### config.mk
export PLATFORM = sky130hd
export DESIGN_NAME = rx_halfwave_meter_flat
export DESIGN_NICKNAME = d
export VERILOG_FILES = /design/src/rtl/rx_halfwave_meter_if.sv /design/src/rtl/rx_halfwave_meter.sv /design/src/flat_wrapper.sv
export SDC_FILE = /design/constraint.sdc
export NUM_CORES = 1
export LEC_CHECK = 0
export CAP_MARGIN = 5
export CORE_UTILIZATION = 56
export CTS_CLUSTER_DIAMETER = 30
export DETAILED_ROUTE_END_ITERATION = 12
export PLACE_DENSITY = 0.89
export SLEW_MARGIN = 20
export SYNTH_ARGS = -nofsm -noshare
export SYNTH_HDL_FRONTEND = slang
export SYNTH_SLANG_ARGS = --single-unit
### constraint.sdc
create_clock -name clk -period 7.5 [get_ports clk]
set_clock_uncertainty 0.2 [all_clocks]
set_input_delay 1.5 -clock clk [delete_from_list [all_inputs] [get_ports clk]]
set_output_delay 1.5 -clock clk [all_outputs]
set_load 0.05 [all_outputs]
### src/rtl/rx_halfwave_meter_if.sv
// ---------------------------------------------------------------------------
// rx_halfwave_meter_if
//   Bundles the sample stream, runtime configuration and measurement results
//   of rx_halfwave_meter.
//   master : sample/config source (drives ce, din, exp_half, tol, clr_err)
//   slave  : the meter (drives RXP, RXN, AMP, half_per, N_RXPN, lock, err,
//            err_cnt)
// Signals
//   ce        sample strobe, din valid when high
//   din       W-bit ADC sample
//   exp_half  expected half-period in samples
//   tol       allowed |half_per - exp_half|
//   clr_err   synchronous clear of err_cnt
//   RXP/RXN   1-clk pulses on negative->positive / positive->negative crossing
//   AMP       peak |x| of the half-wave just completed
//   half_per  samples between the last two crossings (saturating)
//   N_RXPN    crossing count (wraps)
//   lock      high after the first crossing, dropped on loss of signal
//   err       1-clk pulse on period mismatch or loss of signal
//   err_cnt   saturating error count
// ---------------------------------------------------------------------------
interface rx_halfwave_meter_if #(
    parameter int W  = 12,
    parameter int PW = 12,
    parameter int NW = 8
);
    logic          ce;
    logic [W-1:0]  din;
    logic [PW-1:0] exp_half;
    logic [PW-1:0] tol;
    logic          clr_err;

    logic          RXP;
    logic          RXN;
    logic [W-2:0]  AMP;
    logic [PW-1:0] half_per;
    logic [NW-1:0] N_RXPN;
    logic          lock;
    logic          err;
    logic [7:0]    err_cnt;

    modport master (
        output ce, din, exp_half, tol, clr_err,
        input  RXP, RXN, AMP, half_per, N_RXPN, lock, err, err_cnt
    );

    modport slave (
        input  ce, din, exp_half, tol, clr_err,
        output RXP, RXN, AMP, half_per, N_RXPN, lock, err, err_cnt
    );
endinterface

### src/rtl/rx_halfwave_meter.sv
// ---------------------------------------------------------------------------
// rx_halfwave_meter
//   Receive-side meter for the DAC->ADC loopback path. A hysteresis
//   comparator tracks the polarity of the sampled stream; every polarity
//   crossing reports the peak magnitude and length of the half-wave that just
//   ended, checks that length against exp_half +/- tol, and a half-wave that
//   runs past 2*exp_half + tol samples is flagged as loss of signal.
// Ports
//   clk  rising-edge clock
//   rst  asynchronous reset, active high
//   bus  rx_halfwave_meter_if.slave: sample stream in, measurements out
//        (all outputs registered, valid one clk after the ce sample)
// ---------------------------------------------------------------------------
module rx_halfwave_meter #(
    parameter int W          = 12,
    parameter bit OFFSET_BIN = 1'b1,
    parameter int HYST       = 16,
    parameter int PW         = 12,
    parameter int NW         = 8
) (
    input  logic                clk,
    input  logic                rst,
    rx_halfwave_meter_if.slave  bus
);
    localparam logic [1:0] INIT = 2'd0;
    localparam logic [1:0] POS  = 2'd1;
    localparam logic [1:0] NEG  = 2'd2;

    localparam logic signed [W-1:0] HYST_P  = W'(HYST);
    localparam logic signed [W-1:0] HYST_N  = -HYST_P;
    localparam logic [PW-1:0]       CNT_MAX = '1;
    localparam logic [W-2:0]        MAG_MAX = '1;

    logic [1:0]    state;
    logic [PW-1:0] cnt;     // samples since the last crossing, excluding it
    logic [W-2:0]  peak;    // running max |x| of the current half-wave

    // Sample conversion and saturated magnitude. Only -2^(W-1) negates to a
    // value with the MSB still set, so that bit selects the clamp.
    logic signed [W-1:0] x;
    logic        [W-1:0] mag_full;
    logic        [W-2:0] mag;

    assign x        = OFFSET_BIN ? $signed({~bus.din[W-1], bus.din[W-2:0]})
                                 : $signed(bus.din);
    assign mag_full = x[W-1] ? -x : x;
    assign mag      = mag_full[W-1] ? MAG_MAX : mag_full[W-2:0];

    logic is_hi, is_lo, crossing;
    assign is_hi    = (x >= HYST_P);
    assign is_lo    = (x <= HYST_N);
    assign crossing = ((state == POS) && is_lo) || ((state == NEG) && is_hi);

    logic [PW-1:0] cnt_inc;
    assign cnt_inc = (cnt == CNT_MAX) ? cnt : cnt + PW'(1);

    // Period check: cnt_inc is the half-period reported on this crossing.
    logic signed [PW:0] diff;
    logic        [PW:0] adiff;
    logic               mismatch;
    assign diff     = $signed({1'b0, cnt_inc}) - $signed({1'b0, bus.exp_half});
    assign adiff    = diff[PW] ? $unsigned(-diff) : $unsigned(diff);
    assign mismatch = (adiff > {1'b0, bus.tol});

    // Loss of signal once the running half-wave reaches sat(2*exp_half + tol).
    logic [PW+1:0] los_raw;
    logic [PW-1:0] los_lim;
    logic [PW:0]   cnt_p1;
    logic          los;
    assign los_raw = {1'b0, bus.exp_half, 1'b0} + {2'b00, bus.tol};
    assign los_lim = (los_raw > {2'b00, CNT_MAX}) ? CNT_MAX : los_raw[PW-1:0];
    assign cnt_p1  = {1'b0, cnt} + (PW+1)'(1);
    assign los     = bus.lock && (cnt_p1 == {1'b0, los_lim});

    logic err_now;
    assign err_now = bus.ce && ((state == POS) || (state == NEG)) &&
                     (crossing ? (bus.lock && mismatch) : los);

    always_ff @(posedge clk or posedge rst) begin
        if (rst) begin
            state        <= INIT;
            cnt          <= '0;
            peak         <= '0;
            bus.RXP      <= 1'b0;
            bus.RXN      <= 1'b0;
            bus.AMP      <= '0;
            bus.half_per <= '0;
            bus.N_RXPN   <= '0;
            bus.lock     <= 1'b0;
            bus.err      <= 1'b0;
            bus.err_cnt  <= '0;
        end else begin
            // NOTE: non-blocking defaults first; a later assignment in the
            // same block overrides them, so pulses are low unless set below.
            bus.RXP <= 1'b0;
            bus.RXN <= 1'b0;
            bus.err <= err_now;

            if (bus.ce) begin
                case (state)
                    INIT: begin
                        peak <= mag;
                        cnt  <= '0;
                        if (is_hi)      state <= POS;
                        else if (is_lo) state <= NEG;
                    end
                    POS, NEG: begin
                        if (crossing) begin
                            bus.RXP      <= (state == NEG);
                            bus.RXN      <= (state == POS);
                            state        <= (state == POS) ? NEG : POS;
                            bus.AMP      <= peak;   // crossing sample belongs to the next half
                            peak         <= mag;
                            bus.half_per <= cnt_inc;
                            cnt          <= '0;
                            bus.N_RXPN   <= bus.N_RXPN + NW'(1);
                            bus.lock     <= 1'b1;
                        end else if (los) begin
                            state    <= INIT;
                            bus.lock <= 1'b0;
                            cnt      <= '0;
                            peak     <= mag;
                        end else begin
                            cnt <= cnt_inc;
                            if (mag > peak) peak <= mag;
                        end
                    end
                    default: state <= INIT;
                endcase
            end

            if (bus.clr_err)
                bus.err_cnt <= {7'd0, err_now};
            else if (err_now && (bus.err_cnt != 8'hFF))
                bus.err_cnt <= bus.err_cnt + 8'd1;
        end
    end
endmodule
### src/flat_wrapper.sv
// flat-port wrapper written by rule: the top's interface ports become plain ports
module rx_halfwave_meter_flat 
#(
    parameter int W          = 12,
    parameter bit OFFSET_BIN = 1'b1,
    parameter int HYST       = 16,
    parameter int PW         = 12,
    parameter int NW         = 8
)
  (clk, rst, bus_ce, bus_din, bus_exp_half, bus_tol, bus_clr_err, bus_RXP, bus_RXN, bus_AMP, bus_half_per, bus_N_RXPN, bus_lock, bus_err, bus_err_cnt);
  rx_halfwave_meter_if #(.W(W), .PW(PW), .NW(NW)) bus_i ();
  input  logic clk;
  input  logic rst;
  input wire logic [$bits(bus_i.ce)-1:0] bus_ce;
  input wire logic [$bits(bus_i.din)-1:0] bus_din;
  input wire logic [$bits(bus_i.exp_half)-1:0] bus_exp_half;
  input wire logic [$bits(bus_i.tol)-1:0] bus_tol;
  input wire logic [$bits(bus_i.clr_err)-1:0] bus_clr_err;
  output wire logic [$bits(bus_i.RXP)-1:0] bus_RXP;
  output wire logic [$bits(bus_i.RXN)-1:0] bus_RXN;
  output wire logic [$bits(bus_i.AMP)-1:0] bus_AMP;
  output wire logic [$bits(bus_i.half_per)-1:0] bus_half_per;
  output wire logic [$bits(bus_i.N_RXPN)-1:0] bus_N_RXPN;
  output wire logic [$bits(bus_i.lock)-1:0] bus_lock;
  output wire logic [$bits(bus_i.err)-1:0] bus_err;
  output wire logic [$bits(bus_i.err_cnt)-1:0] bus_err_cnt;
  assign bus_i.ce = bus_ce;
  assign bus_i.din = bus_din;
  assign bus_i.exp_half = bus_exp_half;
  assign bus_i.tol = bus_tol;
  assign bus_i.clr_err = bus_clr_err;
  assign bus_RXP = bus_i.RXP;
  assign bus_RXN = bus_i.RXN;
  assign bus_AMP = bus_i.AMP;
  assign bus_half_per = bus_i.half_per;
  assign bus_N_RXPN = bus_i.N_RXPN;
  assign bus_lock = bus_i.lock;
  assign bus_err = bus_i.err;
  assign bus_err_cnt = bus_i.err_cnt;
  rx_halfwave_meter #(.W(W), .OFFSET_BIN(OFFSET_BIN), .HYST(HYST), .PW(PW), .NW(NW)) u_core (.clk(clk), .rst(rst), .bus(bus_i));
endmodule
# [Yosys cells after proc, flatten, opt, wreduce, memory -nomap -nowiden]
# Index checks and enable logic that the tools add are counted.
[totals] reg_bits=68 elab_cells=81
[op_classes] n_addsub=8 n_lt_le_gt_ge=5 n_eq_ne=8 mux=29 n_bitwise=1 reduce_logical=19
[op_table] operator="12-bit two-way mux" count=5
[op_table] operator="11-bit two-way mux" count=4
[op_table] operator="12-bit case mux with 2 select lines" count=1
[op_table] operator="11-bit case mux with 2 select lines" count=1
[op_table] operator="8-bit by 1-bit adder with 8-bit output, second input constant" count=2
[op_table] operator="8-bit two-way mux" count=2
[op_table] operator="13-bit by 12-bit adder with 14-bit output" count=1
[op_table] operator="14-bit by 12-bit greater-than comparator with 1-bit output, second input constant" count=1
[op_table] operator="12-bit by 1-bit adder with 13-bit output, second input constant" count=1
[op_table] operator="13-bit by 12-bit equality test with 1-bit output" count=1
[op_table] operator="13-bit by 12-bit greater-than comparator with 1-bit output" count=1
[op_table] operator="13-bit two-way mux" count=1
[op_table] operator="13-bit negation" count=1
[op_table] operator="12-bit by 12-bit subtractor with 13-bit output" count=1
[op_table] operator="12-bit by 1-bit adder with 12-bit output, second input constant" count=1
[op_table] operator="12-bit equality test, second input constant" count=1
[op_table] operator="12-bit by 6-bit >= comparator with 1-bit output, second input constant" count=1
[op_table] operator="12-bit by 5-bit less-or-equal comparator with 1-bit output, second input constant" count=1
[op_table] operator="12-bit negation" count=1
[op_table] operator="3-bit AND reduction" count=4
[op_table] operator="11-bit greater-than comparator" count=1
[op_table] operator="2-bit two-way mux" count=5
[op_table] operator="1-bit two-way mux" count=9
[op_table] operator="8-bit != test, second input constant" count=1
[op_table] operator="other kinds (12)" count=22

# [Logic depth before layout (Yosys ltp)]
[logic_depth] word_depth=12 ltp_mapped=31 depth_no_buf=27

# [Worst setup path before layout]
# OpenSTA, ideal clock, no wires.
[synth_timing] kind="register -> register" from="register u_core.cnt[2]" to="register u_core.bus.err_cnt[4]" setup_time_ps=125 arrival_time_ps=5592 required_ps=7175 slack_ps=1583 path_stages_with_launch=32 period_less_slack_ps=5917 cell_sequence="dfrtp_1 -> and4_1 -> clkbuf_1 -> and3_1 -> clkbuf_1 -> nand3_1 -> xnor2_1 -> ha_1 -> fa_1 -> nor2b_1 -> o21a_1 -> o21a_1 -> o221a_2 -> a31oi_1 -> nor2b_1 -> o21ai_0 -> nand2b_1 -> clkbuf_1 -> nor2_1 -> a21oi_1 -> ha_1 -> nor2b_1 -> o21a_1 -> o21ai_0 -> nand2b_1 -> a21oi_1 -> o211a_1 -> o31ai_1 -> a41oi_1 -> clkbuf_1 -> nor4b_1 -> mux2_2"
[synth_via] elab_chain_len=11 elab_cells_between_ends=15 classes_between="add/sub: 4; order compare: 1; eq/ne: 2; mux: 3; reduce/logical: 5"
[synth_lines] item="start: declaration" line="rx_halfwave_meter.sv:35" source="logic [PW-1:0] cnt;"
[synth_lines] item="start signal: assignment" line="rx_halfwave_meter.sv:124" source="cnt <= cnt_inc;"
[synth_lines] item="12-bit by 1-bit adder with 12-bit output or 12-bit equality test (tied branches)" line="rx_halfwave_meter.sv:55" source="assign cnt_inc = (cnt == CNT_MAX) ? cnt : cnt + PW'(1);"
[synth_lines] item="12-bit two-way mux" line="rx_halfwave_meter.sv:55"
[synth_lines] item="12-bit by 12-bit subtractor with 13-bit output" line="rx_halfwave_meter.sv:61" source="assign diff = $signed({1'b0, cnt_inc}) - $signed({1'b0, bus.exp_half});"
[synth_lines] item="13-bit negation" line="rx_halfwave_meter.sv:62" source="assign adiff = diff[PW] ? $unsigned(-diff) : $unsigned(diff);"
[synth_lines] item="13-bit two-way mux" line="rx_halfwave_meter.sv:62"
[synth_lines] item="13-bit by 12-bit greater-than comparator with 1-bit output" line="rx_halfwave_meter.sv:63" source="assign mismatch = (adiff > {1'b0, bus.tol});"
[synth_lines] item="1-bit logical AND" line="rx_halfwave_meter.sv:77" source="(crossing ? (bus.lock && mismatch) : los);"
[synth_lines] item="1-bit two-way mux (*)" line="rx_halfwave_meter.sv:77"
[synth_lines] item="1-bit logical AND (*)" line="rx_halfwave_meter.sv:76" source="assign err_now = bus.ce && ((state == POS) || (state == NEG)) &&"
[synth_lines] item="1-bit logical AND (*)" line="rx_halfwave_meter.sv:134" source="else if (err_now && (bus.err_cnt != 8'hFF))"
[synth_lines] item="2-bit nonzero test (no source line) (*)"
[synth_lines] item="end signal: assignment" line="rx_halfwave_meter.sv:133" source="bus.err_cnt <= {7'd0, err_now};"
[synth_lines] item="end signal: assignment" line="rx_halfwave_meter.sv:135" source="bus.err_cnt <= bus.err_cnt + 8'd1;"
[synth_lines] item="end: declaration" line="rx_halfwave_meter_if.sv:49" source="output RXP, RXN, AMP, half_per, N_RXPN, lock, err, err_cnt"
# Mark *: on every way between the ends. The rest lies on a longest branch, timed or not.
# A chain may end at the register's enable or synchronous reset.

# [Final worst setup path]
[layout_timing] from="register u_core.cnt[0]" to="register u_core.bus.err_cnt[4]"
# Same word-level chain as after synthesis.

==> flow_summary.json <==
{
  "fin_crit_ps": 6750,
  "clk_latency_ps": 350,
  "hp-start": "u_core.bus.half_per[9]$_DFFE_PP0P_",
  "start_util": 0.583,
  "cts_buffers": 9,
  "final_util": 0.693,
  "max_freq_mhz": 148,
  "critPathLaunchType": "flip-flop",
  "syn_to_final_growth_pct": 19.0,
  "cts_resized": 0,
  "period_share": 0.900,
  "max_stage_delay_ps": 570,
  "crit_fanout": 13,
  "cts.sinks": 68,
  "ys_seq_elements": 68,
  "power_density_mw_per_mm2": 259,
  "finalNonFillerCells": 900,
  "crit_path_start": "u_core.cnt[0]$_DFFE_PP0P_",
  "die_y_um": 103,
  "io_pins": 83,
  "gp_congestion": 0.890,
  "yosysWarnings": 0,
  "nFillCells": 774,
  "path_class": "reg2reg",
  "worstMarginPinSlew_ps": 852,
  "rsz0062_at_grt": "false",
  "synth_area_per_cell_sq_um": 8.33,
  "dp_hpwl_um": 11800,
  "yosysUniqueCellTypes": 66,
  "finalSetupViolations": 0,
  "final_nets": 860,
  "grt_overflow": 0,
  "syn-num-nets": 788,
  "dp_cells": 884,
  "drt_iter0_drc": 245,
  "tns_ps": 0,
  "crit_path_end_kind": "flip-flop",
  "cp.required_ps": 7540,
  "hold_class": "reg2reg",
  "diodes": 0,
  "cap_violations": 0,
  "final_antenna_net_count": 0,
  "vias": 5340,
  "portBuffers": 82,
  "async_flop_share": 1.00,
  "drcViolationCount": 0,
  "drt_pass1_iterations": 7,
  "grt_start_max_net_pins": 69,
  "root_buffer": "clkbuf_8",
  "yosysSeqAreaShare": 0.296,
  "wire_per_inst_um": 16.7,
  "clock_path_buffers": 2,
  "total_power_mw": 1.77,
  "rows": 36,
  "outcome": "completed",
  "path_clk_slew_ps": 80,
  "via_per_inst": 5.93,
  "r2r_start": "u_core.cnt[0]$_DFFE_PP0P_",
  "ctsHoldBuffers": 0,
  "dieArea_sq_mm": 0.0107,
  "antenna_found_initial": 0,
  "cts_tree": "done",
  "grt_use_total": 0.294,
  "syn_area_sq_mm": 0.00575,
  "synth_top_flop_cell": "dfrtp_1",
  "grt_pass1_wl_um": 24000,
  "hold_violations": 0,
  "r2r_setup_slack_ps": 750,
  "post-cts-setup-buffer-count": 0,
  "cp.arrival_ps": 6790,
  "coreArea_sq_mm": 0.00986,
  "h-tree-depth": 3,
  "drive_gt1_frac": 0.0456,
  "grt_pass1_vias": 5114,
  "syn_inst": 690,
  "vdd_drop_max_uv": 233,
  "slew_violations": 0,
  "p_leak_nw": 3.16,
  "slowest_stage": "dfrtp_1",
  "synth_edf_count": 0,
  "totalWireLength_um": 15000,
  "maxSlewHeadroom": 0.432,
  "die_x_um": 103
}
cell usage after synthesis, types with 2 or more instances:
library cell | instances | share of area
nand2_1 | 75 | 0.049
dfrtp_1 | 68 | 0.30
inv_1 | 60 | 0.039
ha_1 | 56 | 0.12
o21ai_0 | 49 | 0.043
nor2_1 | 48 | 0.031
xnor2_1 | 34 | 0.052
a21oi_1 | 33 | 0.029
xor2_1 | 21 | 0.032
clkbuf_1 | 19 | 0.012
nand3_1 | 19 | 0.017
o31ai_1 | 19 | 0.025
nand4_1 | 18 | 0.020
nor2b_1 | 16 | 0.017
nand2b_1 | 14 | 0.015
and2_1 | 10 | 0.011
and3_1 | 10 | 0.011
nor3_1 | 10 | 0.0087
mux2_1 | 9 | 0.018
a21o_1 | 8 | 0.010
mux2i_1 | 8 | 0.014
o21a_1 | 7 | 0.0091
a31oi_1 | 6 | 0.0065
or4_1 | 6 | 0.0078
buf_2 | 5 | 0.0044
mux2_2 | 5 | 0.0098
a211o_1 | 3 | 0.0046
nor4_1 | 3 | 0.0033
nor4b_1 | 3 | 0.0046
o2111ai_1 | 3 | 0.0046
or3_1 | 3 | 0.0033
a2111o_1 | 2 | 0.0039
a41oi_1 | 2 | 0.0030
and4_1 | 2 | 0.0030
fa_1 | 2 | 0.0070
nand3b_1 | 2 | 0.0026
nor3b_1 | 2 | 0.0026
o21bai_1 | 2 | 0.0026
critical path, delay by kind of cell (launching register included):
family / cells / cell delay (ps)
AND/OR/NAND/NOR: 9 / 1670
flip-flops: 1 / 570
buffers and inverters: 1 / 200
AO/OA/AOI/OAI: 12 / 2090
adder cells (fa/ha/maj): 4 / 1100
XOR/XNOR: 1 / 410
multiplexers: 1 / 380
final cells by class:
| class | instances | area (sq um) | share of cell area |
|---|---|---|---|
| clock buffer | 9 | 124 | 0.0181 |
| sequential | 68 | 1700 | 0.249 |
| clock inverter | 7 | 51.3 | 0.00750 |
| tap | 133 | 166 | 0.0243 |
| multi-input combinational | 536 | 3710 | 0.543 |
| timing repair buffer | 87 | 858 | 0.126 |
| inverter | 60 | 225 | 0.0329 |
registers in the layout, indices dropped and copies added (netlist names), 2 cells and up:
signal,cells
u_core.cnt,12
u_core.peak,11
u_core.bus.half_per,12
u_core.bus.N_RXPN,8
u_core.bus.AMP,11
u_core.bus.err_cnt,8
u_core.state,2
power by group:
| group | total (mW) | internal (mW) | leakage, nW | switching, mW |
|---|---|---|---|---|
| sequential | 0.524 | 0.452 | 0.897 | 0.0724 |
| clock | 0.275 | 0.121 | 0.0856 | 0.154 |
| combinational | 0.970 | 0.374 | 2.17 | 0.596 |
| total | 1.77 | 0.947 | 3.16 | 0.822 |
cells by family after synthesis:
| logic type | Yosys count | synth area share |
|---|---|---|
| multiplexers | 22 | 0.0414 |
| XOR/XNOR | 55 | 0.0838 |
| flip-flops | 68 | 0.296 |
| AO/OA/AOI/OAI | 155 | 0.178 |
| adder cells (fa/ha/maj) | 58 | 0.129 |
| buffers and inverters | 86 | 0.0579 |
| AND/OR/NAND/NOR | 246 | 0.214 |
cells in the final DEF (no fill, tap or decap), types with 10 or more instances in the layout:
cell type and n:
a21oi_1 33, and3_1 10, nor3_1 10, clkdlybuf4s50_1 82, nand3_1 19, nand2b_1 14
dfrtp_1 68, nor2b_1 16, nor2_1 48, o31ai_1 19, nand2_1 75, xnor2_1 34
xor2_1 21, and2_1 10, ha_1 56, o21ai_0 49, inv_1 59, nand4_1 18
metrics by stage:
| step | cell area (sq um) | hold WS [ps] | setup slack (ps) |
|---|---|---|---|
| 6_report | 6840 | 287 | 747 |
| 3_3_place_gp | 6660 | 260 | 889 |
| 2_1_floorplan | 5750 | 258 | 1580 |
| 5_1_grt | 6840 | 314 | 290 |
| 3_5_place_dp | 6660 | 274 | 681 |
| 4_1_cts | 6840 | 294 | 843 |
routing by layer:
layer,wire length [um],global-route usage,vias up,share of wire
met3,786,0.0450,36,0.052
met5,0,0,-,0
met1,6470,0.365,2541,0.43
li1,-,-,2578,-
met4,448,0.117,0,0.030
met2,7310,0.513,185,0.49
path summary, 6_finish.rpt:
kind | to | cells after the start
setup reg to reg | u_core.bus.err_cnt[4]$_DFFE_PP0P_ | 28
setup / recovery | u_core.bus.err_cnt[4]$_DFFE_PP0P_ | 28
min in group asynchronous | u_core.bus.RXN$_DFF_PP0_ | 3
max in group asynchronous | u_core.bus.AMP[3]$_DFFE_PP0P_ | 3
hold reg to reg | u_core.bus.half_per[9]$_DFFE_PP0P_ | 2
hold / removal | u_core.bus.half_per[9]$_DFFE_PP0P_ | 2
Power figures use the tool's default switching activity.
